[src/rtl/sw_event_counter_pkg.sv]
// Shared types and constants for the switch-latch event counter.
//   cmp_mode_e      : comparison select applied to the captured switch value
//   DB_CYCLES_50MHZ : stable-cycle count giving 10 ms at a 50 MHz clock
package sw_event_counter_pkg;

    typedef enum logic [1:0] {
        MODE_GT  = 2'b00,
        MODE_LT  = 2'b01,
        MODE_EQ  = 2'b10,
        MODE_ANY = 2'b11
    } cmp_mode_e;

    localparam int unsigned DB_CYCLES_50MHZ = 500000;

endpackage

[src/rtl/sw_event_counter_if.sv]
// Board-side signal bundle of the event counter.
//   sw_i/btn_i/clr_i/mode_i : switch bank, raw button, counter clear, compare mode
//   led_o/cnt_o/ovf_o/hex_o : captured switches, event count, overflow, segments
// master drives the inputs (board / bench), slave is the counter itself.
interface sw_event_counter_if
    import sw_event_counter_pkg::*;
#(
    parameter int unsigned SW_W  = 10,
    parameter int unsigned CNT_W = 8,
    parameter int unsigned N_HEX = CNT_W / 4
) ();

    logic [SW_W-1:0]    sw_i;
    logic               btn_i;
    logic               clr_i;
    cmp_mode_e          mode_i;
    logic [SW_W-1:0]    led_o;
    logic [CNT_W-1:0]   cnt_o;
    logic               ovf_o;
    logic [7*N_HEX-1:0] hex_o;

    modport master (
        output sw_i, btn_i, clr_i, mode_i,
        input  led_o, cnt_o, ovf_o, hex_o
    );

    modport slave (
        input  sw_i, btn_i, clr_i, mode_i,
        output led_o, cnt_o, ovf_o, hex_o
    );

endinterface

[src/rtl/hex7seg.sv]
// Hex nibble to active-low seven-segment pattern (bit 0 = a ... bit 6 = g).
//   nib_i : value to display
//   seg_o : segment drive, 0 = lit
module hex7seg (
    input  logic [3:0] nib_i,
    output logic [6:0] seg_o
);

    always_comb begin
        seg_o = 7'b1111111;
        case (nib_i)
            4'h0: seg_o = 7'b1000000;
            4'h1: seg_o = 7'b1111001;
            4'h2: seg_o = 7'b0100100;
            4'h3: seg_o = 7'b0110000;
            4'h4: seg_o = 7'b0011001;
            4'h5: seg_o = 7'b0010010;
            4'h6: seg_o = 7'b0000010;
            4'h7: seg_o = 7'b1111000;
            4'h8: seg_o = 7'b0000000;
            4'h9: seg_o = 7'b0010000;
            4'hA: seg_o = 7'b0001000;
            4'hB: seg_o = 7'b0000011;
            4'hC: seg_o = 7'b1000110;
            4'hD: seg_o = 7'b0100001;
            4'hE: seg_o = 7'b0000110;
            4'hF: seg_o = 7'b0001110;
        endcase
    end

endmodule

[src/rtl/sw_event_counter_btn_debounce.sv]
// Push-button conditioner: 2-flop synchroniser, stability counter, press pulse.
//   clk50_i, rstn_i : clock, async active-low reset
//   btn_i           : raw bouncing button, active-high
//   level_o         : debounced button level
//   press_o         : one-cycle pulse after each 0->1 change of level_o
module btn_debounce
    import sw_event_counter_pkg::*;
#(
    parameter int unsigned DB_CYCLES = DB_CYCLES_50MHZ
) (
    input  logic clk50_i,
    input  logic rstn_i,
    input  logic btn_i,
    output logic level_o,
    output logic press_o
);

    localparam int unsigned     DB_W    = $clog2(DB_CYCLES);
    localparam logic [DB_W-1:0] DB_LAST = DB_W'(DB_CYCLES - 1);

    logic            sync_q;
    logic            btn_s;
    logic            level_q;
    logic            level_d;
    logic            press_q;
    logic [DB_W-1:0] db_cnt;

    // A new level is accepted only after DB_CYCLES consecutive differing samples.
    always_ff @(posedge clk50_i or negedge rstn_i) begin
        if (!rstn_i) begin
            sync_q  <= 1'b0;
            btn_s   <= 1'b0;
            level_q <= 1'b0;
            level_d <= 1'b0;
            press_q <= 1'b0;
            db_cnt  <= '0;
        end else begin
            sync_q  <= btn_i;
            btn_s   <= sync_q;
            level_d <= level_q;
            press_q <= level_q & ~level_d;
            if (btn_s == level_q) begin
                db_cnt <= '0;
            end else if (db_cnt == DB_LAST) begin
                level_q <= btn_s;
                db_cnt  <= '0;
            end else begin
                db_cnt <= db_cnt + DB_W'(1);
            end
        end
    end

    assign level_o = level_q;
    assign press_o = press_q;

endmodule

[src/rtl/sw_event_counter.sv]
// Switch latch and qualified event counter with seven-segment readout.
//   clk50_i, rstn_i : 50 MHz clock, async active-low reset
//   io (slave)      : sw_i/btn_i/clr_i/mode_i in; led_o/cnt_o/ovf_o registered out,
//                     hex_o combinational from cnt_o (active-low segments)
module sw_event_counter
    import sw_event_counter_pkg::*;
#(
    parameter int unsigned SW_W      = 10,
    parameter int unsigned CNT_W     = 8,
    parameter int unsigned N_HEX     = CNT_W / 4,
    parameter int unsigned THRESHOLD = 20,
    parameter int unsigned DB_CYCLES = DB_CYCLES_50MHZ,
    parameter int unsigned SATURATE  = 0
) (
    input  logic              clk50_i,
    input  logic              rstn_i,
    sw_event_counter_if.slave io
);

    localparam logic [SW_W-1:0]  THR     = SW_W'(THRESHOLD);
    localparam logic [CNT_W-1:0] CNT_MAX = '1;

    logic             btn_level;
    logic             btn_press;
    logic             evt_c;
    logic             hit_c;
    logic [SW_W-1:0]  led_q;
    logic [CNT_W-1:0] cnt_q;
    logic             ovf_q;

    btn_debounce #(
        .DB_CYCLES (DB_CYCLES)
    ) u_debounce (
        .clk50_i (clk50_i),
        .rstn_i  (rstn_i),
        .btn_i   (io.btn_i),
        .level_o (btn_level),
        .press_o (btn_press)
    );

    // A press is only meaningful while the debounced button is down.
    assign evt_c = btn_press & btn_level;

    // Qualification uses the live switch sample, the same one being latched.
    always_comb begin
        hit_c = 1'b0;
        case (io.mode_i)
            MODE_GT:  hit_c = (io.sw_i > THR);
            MODE_LT:  hit_c = (io.sw_i < THR);
            MODE_EQ:  hit_c = (io.sw_i == THR);
            MODE_ANY: hit_c = 1'b1;
        endcase
    end

    // Clear beats a coincident event; the switch capture happens regardless.
    always_ff @(posedge clk50_i or negedge rstn_i) begin
        if (!rstn_i) begin
            led_q <= '0;
            cnt_q <= '0;
            ovf_q <= 1'b0;
        end else begin
            if (evt_c) begin
                led_q <= io.sw_i;
            end
            if (io.clr_i) begin
                cnt_q <= '0;
                ovf_q <= 1'b0;
            end else if (evt_c && hit_c) begin
                if (cnt_q == CNT_MAX) begin
                    ovf_q <= 1'b1;
                    cnt_q <= (SATURATE != 0) ? CNT_MAX : '0;
                end else begin
                    cnt_q <= cnt_q + CNT_W'(1);
                end
            end
        end
    end

    assign io.led_o = led_q;
    assign io.cnt_o = cnt_q;
    assign io.ovf_o = ovf_q;

    for (genvar k = 0; k < N_HEX; k++) begin : g_hex
        hex7seg u_hex (
            .nib_i (cnt_q[4*k +: 4]),
            .seg_o (io.hex_o[7*k +: 7])
        );
    end

endmodule

[src/flat_wrapper.sv]
// flat-port wrapper written by rule: the top's interface ports become plain ports
module sw_event_counter_flat import sw_event_counter_pkg::*;
#(
    parameter int unsigned SW_W      = 10,
    parameter int unsigned CNT_W     = 8,
    parameter int unsigned N_HEX     = CNT_W / 4,
    parameter int unsigned THRESHOLD = 20,
    parameter int unsigned DB_CYCLES = DB_CYCLES_50MHZ,
    parameter int unsigned SATURATE  = 0
)
  (clk50_i, rstn_i, io_sw_i, io_btn_i, io_clr_i, io_mode_i, io_led_o, io_cnt_o, io_ovf_o, io_hex_o);
  sw_event_counter_if #(.SW_W(SW_W), .CNT_W(CNT_W), .N_HEX(N_HEX)) io_i ();
  input  logic clk50_i;
  input  logic rstn_i;
  input wire logic [$bits(io_i.sw_i)-1:0] io_sw_i;
  input wire logic [$bits(io_i.btn_i)-1:0] io_btn_i;
  input wire logic [$bits(io_i.clr_i)-1:0] io_clr_i;
  input wire logic [$bits(io_i.mode_i)-1:0] io_mode_i;
  output wire logic [$bits(io_i.led_o)-1:0] io_led_o;
  output wire logic [$bits(io_i.cnt_o)-1:0] io_cnt_o;
  output wire logic [$bits(io_i.ovf_o)-1:0] io_ovf_o;
  output wire logic [$bits(io_i.hex_o)-1:0] io_hex_o;
  assign io_i.sw_i = io_sw_i;
  assign io_i.btn_i = io_btn_i;
  assign io_i.clr_i = io_clr_i;
  assign io_i.mode_i = io_mode_i;
  assign io_led_o = io_i.led_o;
  assign io_cnt_o = io_i.cnt_o;
  assign io_ovf_o = io_i.ovf_o;
  assign io_hex_o = io_i.hex_o;
  sw_event_counter #(.SW_W(SW_W), .CNT_W(CNT_W), .N_HEX(N_HEX), .THRESHOLD(THRESHOLD), .DB_CYCLES(DB_CYCLES), .SATURATE(SATURATE)) u_core (.clk50_i(clk50_i), .rstn_i(rstn_i), .io(io_i));
endmodule
[config.mk]
export PLATFORM = sky130hd
export DESIGN_NAME = sw_event_counter_flat
export DESIGN_NICKNAME = d
export VERILOG_FILES = /design/src/rtl/sw_event_counter_pkg.sv /design/src/rtl/sw_event_counter_if.sv /design/src/rtl/hex7seg.sv /design/src/rtl/sw_event_counter_btn_debounce.sv /design/src/rtl/sw_event_counter.sv /design/src/flat_wrapper.sv
export SDC_FILE = /design/constraint.sdc
export NUM_CORES = 1
export LEC_CHECK = 0
export CAP_MARGIN = 5
export CORE_ASPECT_RATIO = 1.4
export CORE_MARGIN = 3
export CORE_UTILIZATION = 40
export CTS_CLUSTER_SIZE = 24
export DETAILED_ROUTE_END_ITERATION = 8
export DONT_BUFFER_PORTS = 1
export GPL_TIMING_DRIVEN = 0
export PLACE_DENSITY = 0.62
export SYNTH_ARGS = -nofsm -noshare
export SYNTH_HDL_FRONTEND = slang
export SYNTH_HIERARCHICAL = 1
export SYNTH_SLANG_ARGS = --single-unit
[constraint.sdc]
create_clock -name clk50_i -period 2 [get_ports clk50_i]
set_input_delay 0.5 -clock clk50_i [delete_from_list [all_inputs] [get_ports clk50_i]]
set_output_delay 0.5 -clock clk50_i [all_outputs]
set_load 0.05 [all_outputs]
# Word-level counts from Yosys, hierarchy flattened
# Memories as Yosys holds them, arrays and structs flattened.
# Cells that the tools add are included.
# word_totals
memories	2
output_inout_bits	33
rom_bits	224
wordCells	41
regBits	43
# mem_list
memory	words	word_bits	read_ports	rd_ports_with_merged_regs	write_ports	line	rtl
(name not given)	16	7	1	0	0	hex7seg.sv:11	case (nib_i)
(name not given)	16	7	1	0	0	hex7seg.sv:11	
# op_classes
muxes	9
bitwise_logic	4
reduce_logical	6
n_eq_ne	7
addsub	2
order_cmp	2
# op_table
op	n
$mux 19	2
$mux 8	3
$add 19x1->19 const B	1
$eq 19x19->1 const B	1
$eq 10x5->1 const B	1
$gt 10x5->1 const B	1
$lt 10x5->1 const B	1
$add 8x1->8 const B	1
$eq 8x8->1 const B	1
$eq 2x2->1 const B	2
$pmux 1 s4	1
$reduce_and 2->1	2
$reduce_bool 2->1	2
$mux 1	3
$and 1x1->1	2
$eq 2x1->1 const B	1
$logic_not 2->1	1
$not 1->1	2
$eq 1x1->1	1
$logic_and 1x1->1	1

# Longest topological paths before layout
# logic_depth
depth_word	5
depth_mapped	6

# Modules after synthesis
# Netlist, hierarchy kept.
# modules_own_cells
mod	seq_area_each_um2	area_per_inst_um2	n_inst	cells_per_inst
btn_debounce	600.6	1136.1	1	108
sw_event_counter	475.5	997.2	1	85
hex7seg	0.0	275.3	2	32

# Least setup slack after synthesis
# No wires, ideal clock.
# synth_path
path_type	register to output
start	register u_core.cnt_q[4], in the netlist u_core/io.cnt_o[4]
end	output port io_hex_o[7]
required_ns	1.500
path_slack_ns	-0.730
path_stages_with_launch	4
arrival_time_ns	2.230
n_path_buf	0
path_cell_list	dfrtp_1 > ha_1 > mux2i_1 > o21ai_0
# synth_between
elab_chain_len	1
# synth_rtl
element	line	rtl
start, declared	sw_event_counter.sv:28	logic [CNT_W-1:0] cnt_q;
start signal, assigned	sw_event_counter.sv:71	cnt_q <= (SATURATE != 0) ? CNT_MAX : '0;
start signal, assigned	sw_event_counter.sv:73	cnt_q <= cnt_q + CNT_W'(1);
$mem_v2 16x7	--	
end, declared	flat_wrapper.sv:22	output wire logic [$bits(io_i.hex_o)-1:0] io_hex_o;
# Every way passes these cells.

# Worst setup path in the final report
# layout_path
start	register u_core.cnt_q[5], in the netlist u_core/io.cnt_o[5]
end	output port io_hex_o[10]
# Same word-level chain as after synthesis.

==> Flow_metrics.wiki <==
{| class="wikitable"
! Metric !! Value
|-
| Unrepaired setup endpoints after global routing || true
|-
| Number of maximum-capacitance constraint violations || 0
|-
| Vias in the first global route || ~2.2k
|-
| Drt wl/cell || 17.33 um
|-
| Routability Congestion || 0.8807
|-
| Number of filler instances in the final layout || between 500 and 600
|-
| Count of input and output buffers || 0
|-
| Number of flops mapped to enable cells by yosys || 0
|-
| Final Cycle Share || 1.247
|-
| # diodes || 0
|-
| Slew Viols, Final || 0
|-
| Startpoint class of the critical path || flip-flop
|-
| Clock buffers created by TritonCTS || 5
|-
| Area of combinational cells with multiple inputs || 0.001859 sq mm
|-
| Top-area cell type share of the netlist area || 0.4009
|-
| Iter 0 DRT Violations || approximately 100
|-
| Int Power || roughly 1200 uW
|-
| Setup Skew || ~0.0042 ns
|-
| Required time of the critical path || 1.50 ns
|-
| Clock share of power || 0.351
|-
| Core area || between 0.006 and 0.007 sq mm
|-
| Number of levels the H-tree was split into || 2
|-
| Antenna violations before repair || 0
|-
| Setup WS pre-CTS || -0.4109 ns
|-
| Number of detailed-route iterations in the first pass || 5
|-
| Starting Density || 0.4206
|-
| Later-pin clock latency in the skew report || ~0.30 ns
|-
| Cells taking the most area after synthesis || sky130_fd_sc_hd__dfrtp_1, sky130_fd_sc_hd__ha_1, sky130_fd_sc_hd__mux2_2
|-
| Largest net degree at the start of global routing || 44
|-
| WS Path Type || reg2out
|-
| Launch instance of the worst register-to-register path || u_core/io.cnt_o[1]
|-
| Ys async rst share || 1.000
|-
| Setup Total Neg Slack || -5.362 ns
|-
| Final net count || 322
|-
| Violations in the final reports || setup timing
|-
| Detailed-route vias per instance || ~5.7
|-
| GRT Util Overall || 0.1655
|-
| Worst ir drop on vdd || about 0.38 mV
|-
| Mean Syn Cell Area || ~10 sq um
|-
| Maximum fanout count along the critical path || 8
|-
| Timing startpoint of the critical path || u_core/io.cnt_o[5]
|-
| Post-detailed-routing wire length || between 6000 and 7000 um
|-
| DP Wirelength || 3923 um
|-
| Sequential cell fraction of total power || 0.579
|-
| Mapped Cells || 257
|-
| Ys Warns || 6
|-
| Die footprint || approximately 0.0077 sq mm
|-
| Flip-flop and latch area || ~0.0011 sq mm
|-
| Count of endpoints failing hold in the final timing report || 0
|-
| Clock sink count || 43
|-
| Register clock-pin slew on the reported worst setup and hold paths || 0.08 ns
|-
| Power spent charging and discharging nets || between 400 and 500 uW
|-
| Run status || finished with violations
|-
| CP peak stage delay || just over 0.6 ns
|-
| Path class of the lowest-slack min-delay path || in2async
|-
| First-pass GRT wire length || about 10000 um
|-
| Relative max-transition margin || 0.5945
|-
| Root cell of the clock tree || sky130_fd_sc_hd__clkbuf_8
|-
| Syn nets || about 290
|-
| Leakage power of the design || 0.001371 uW
|-
| Final critical-path required period || between 2 and 2.5 ns
|-
| Aggregate global routing overflow || 0
|-
| Cell breakdown of the critical path || inv_4 > buf_6 > ha_4 > inv_2 > mux4_2
|-
| Buffer levels on the longest clock path || 2
|-
| Number of top-level pins || between 40 and 50
|-
| Final setup vio count || 22
|-
| Post-synth cell types || 47
|-
| Sw frac || 0.2522
|-
| Cell type with the highest aggregate area in the netlist || sky130_fd_sc_hd__dfrtp_1
|-
| Die span in x || 75.23 um
|-
| P&R area growth vs syn || 32.03%
|-
| Post-Synthesis Cell Area || between 0.002 and 0.003 sq mm
|-
| Via total after detailed routing || 2071
|-
| Die span in y || around 100 um
|-
| Primary FF master, synth || sky130_fd_sc_hd__dfrtp_1
|-
| Upper clock frequency limit || approximately 400 MHz
|-
| Arrival time of the worst setup path || between 1.5 and 2 ns
|-
| Share of final-layout standard cells stronger than drive strength 1 || 0.4448
|-
| Number of placement rows || 34
|-
| Detail Route Antenna Nets || 0
|-
| Worst Setup End Kind || primary output
|-
| Final setup slack of the worst path || -0.4931 ns
|-
| Total power per unit cell area || between 400 and 500 mW/mm^2
|-
| CTS tree || done
|-
| Fraction of power consumed by combinational cells || 0.070
|-
| Slew at the pin closest to its max-slew limit || about 0.61 ns
|-
| Critical Path Slowest Stage Cell || sky130_fd_sc_hd__mux4_2
|-
| DRC violation count after routing || 0
|-
| Flop and latch count out of synthesis || 43
|-
| Seq/Total Area, Yosys || 0.4009
|}
==> flip-flops by register name (all words and copies together) (netlist names) <==
register and count:
u_core/u_debounce/press_o 1, u_core/u_debounce/btn_s 1, u_core/u_debounce/sync_q 1, u_core/u_debounce/level_o 1
u_core/io.led_o 10, u_core/io.ovf_o 1, u_core/io.cnt_o 8, u_core/u_debounce/db_cnt 19
u_core/u_debounce/level_d 1
==> cell families (layout without fill, tap and decap cells) <==
group / Yosys count / after routing / share of synthesized area
AO/OA/AOI/OAI: 38 / 38 / 0.1138
XOR/XNOR: 15 / 15 / 0.04895
adder cells (fa/ha/maj): 16 / 16 / 0.07459
buffers and inverters: 24 / 57 / 0.04848
flip-flops: 43 / 43 / 0.4009
multiplexers: 25 / 25 / 0.1114
AND/OR/NAND/NOR: 96 / 96 / 0.2019
==> worst max-delay path: cells and delay by family (launching register included) <==
| family | cells | cell delay [ns] |
|---|---|---|
| adder cells (fa/ha/maj) | 1 | 0.25 |
| multiplexers | 1 | 0.61 |
| buffers and inverters | 3 | 0.24 |
| flip-flops | 1 | 0.59 |
==> placed cells by master (no fill, tap or decap), types with 5 or more instances in the layout <==
cell type	n
sky130_fd_sc_hd__dfrtp_1	35
sky130_fd_sc_hd__nor2_1	29
sky130_fd_sc_hd__buf_6	13
sky130_fd_sc_hd__buf_4	13
sky130_fd_sc_hd__xnor2_1	13
sky130_fd_sc_hd__mux2_2	11
sky130_fd_sc_hd__ha_4	11
sky130_fd_sc_hd__nand2_1	10
sky130_fd_sc_hd__inv_1	8
sky130_fd_sc_hd__nand3_1	8
sky130_fd_sc_hd__clkbuf_8	7
sky130_fd_sc_hd__or3_1	6
sky130_fd_sc_hd__nand4_1	6
sky130_fd_sc_hd__a21oi_1	6
sky130_fd_sc_hd__mux2i_1	6
sky130_fd_sc_hd__or4_4	5
sky130_fd_sc_hd__dfrtp_4	5
==> metrics by stage <==
step                std cells  total power [uW]    util  hold slack, ns  instance area (sq um)
finish                    362              1614  0.5553         0.03994                   3543
detailed placement        329              1019  0.4537          0.2064                   2895
floorplan                 257              1004       -          0.2044                   2805
global placement          329              1017  0.4537          0.2063                   2895
global route              362              1684  0.5553         0.04613                   3543
CTS                       352              1622  0.5214         0.04161                   3327
==> power by group through the flow <==
stage	combinational, uW	sequential, uW	clock, uW
floorplan	54.9	949	0
global placement	64.4	953	0
detailed placement	66.1	953	0
CTS	99.4	935	587
global route	124	937	623
finish	113	935	566
==> path summary, 6_finish.rpt <==
check                                                to  slack, ns  cells past startpoint
max                                        io_hex_o[10]      -0.49                      5
min                        u_core/u_debounce/db_cnt[16]       0.04                      1
max reg2reg                          u_core/io.cnt_o[0]      -0.10                      6
min reg2reg                     u_core/u_debounce/btn_s       0.37                      0
max in group asynchronous            u_core/io.cnt_o[0]       1.75                      1
min in group clk50_i           u_core/u_debounce/sync_q       0.23                      0
==> cell usage after synthesis, drive strengths merged, types with 3 or more instances <==
master	number
nand4	7
mux2	13
ha	16
nor2	32
inv	14
o31ai	3
nand3	9
o21ai	8
xnor2	13
dfrtp	43
buf	8
mux2i	10
nor3	5
or3	7
or4	5
a22o	4
nand2	10
nor4	7
a21oi	12
o41ai	3
==> metal layers <==
layer	routed length [um]	vias to the layer above	GRT usage
li1	-	983	-
met1	2527	1023	0.1858
met2	3291	54	0.2960
met3	330	11	0.02634
met4	125	0	0.08345
met5	0	-	0
==> area by class of cell <==
class | instances | share of cell area
Clock inverter | 1 | 0.001412
Buffer | 10 | 0.02331
Multi-Input combinational cell | 190 | 0.5247
Inverter | 14 | 0.01907
Sequential cell | 43 | 0.3100
Clock buffer | 6 | 0.02331
Tap cell | 72 | 0.02542
Timing Repair Buffer | 26 | 0.07274
==> what timing repair did <==
| action | in CTS | in global routing |
|---|---|---|
| pin swaps | 15 | 17 |
| setup endpoints to repair | 34 | 36 |
| cloned | 1 | 0 |
| gates resized for setup | 56 | 28 |
| buffers inserted | 14 | 11 |
| endpoints found under the hold margin | 43 | 0 |
| hold buffers | 1 | 0 |
Power figures use the tool's default switching activity.
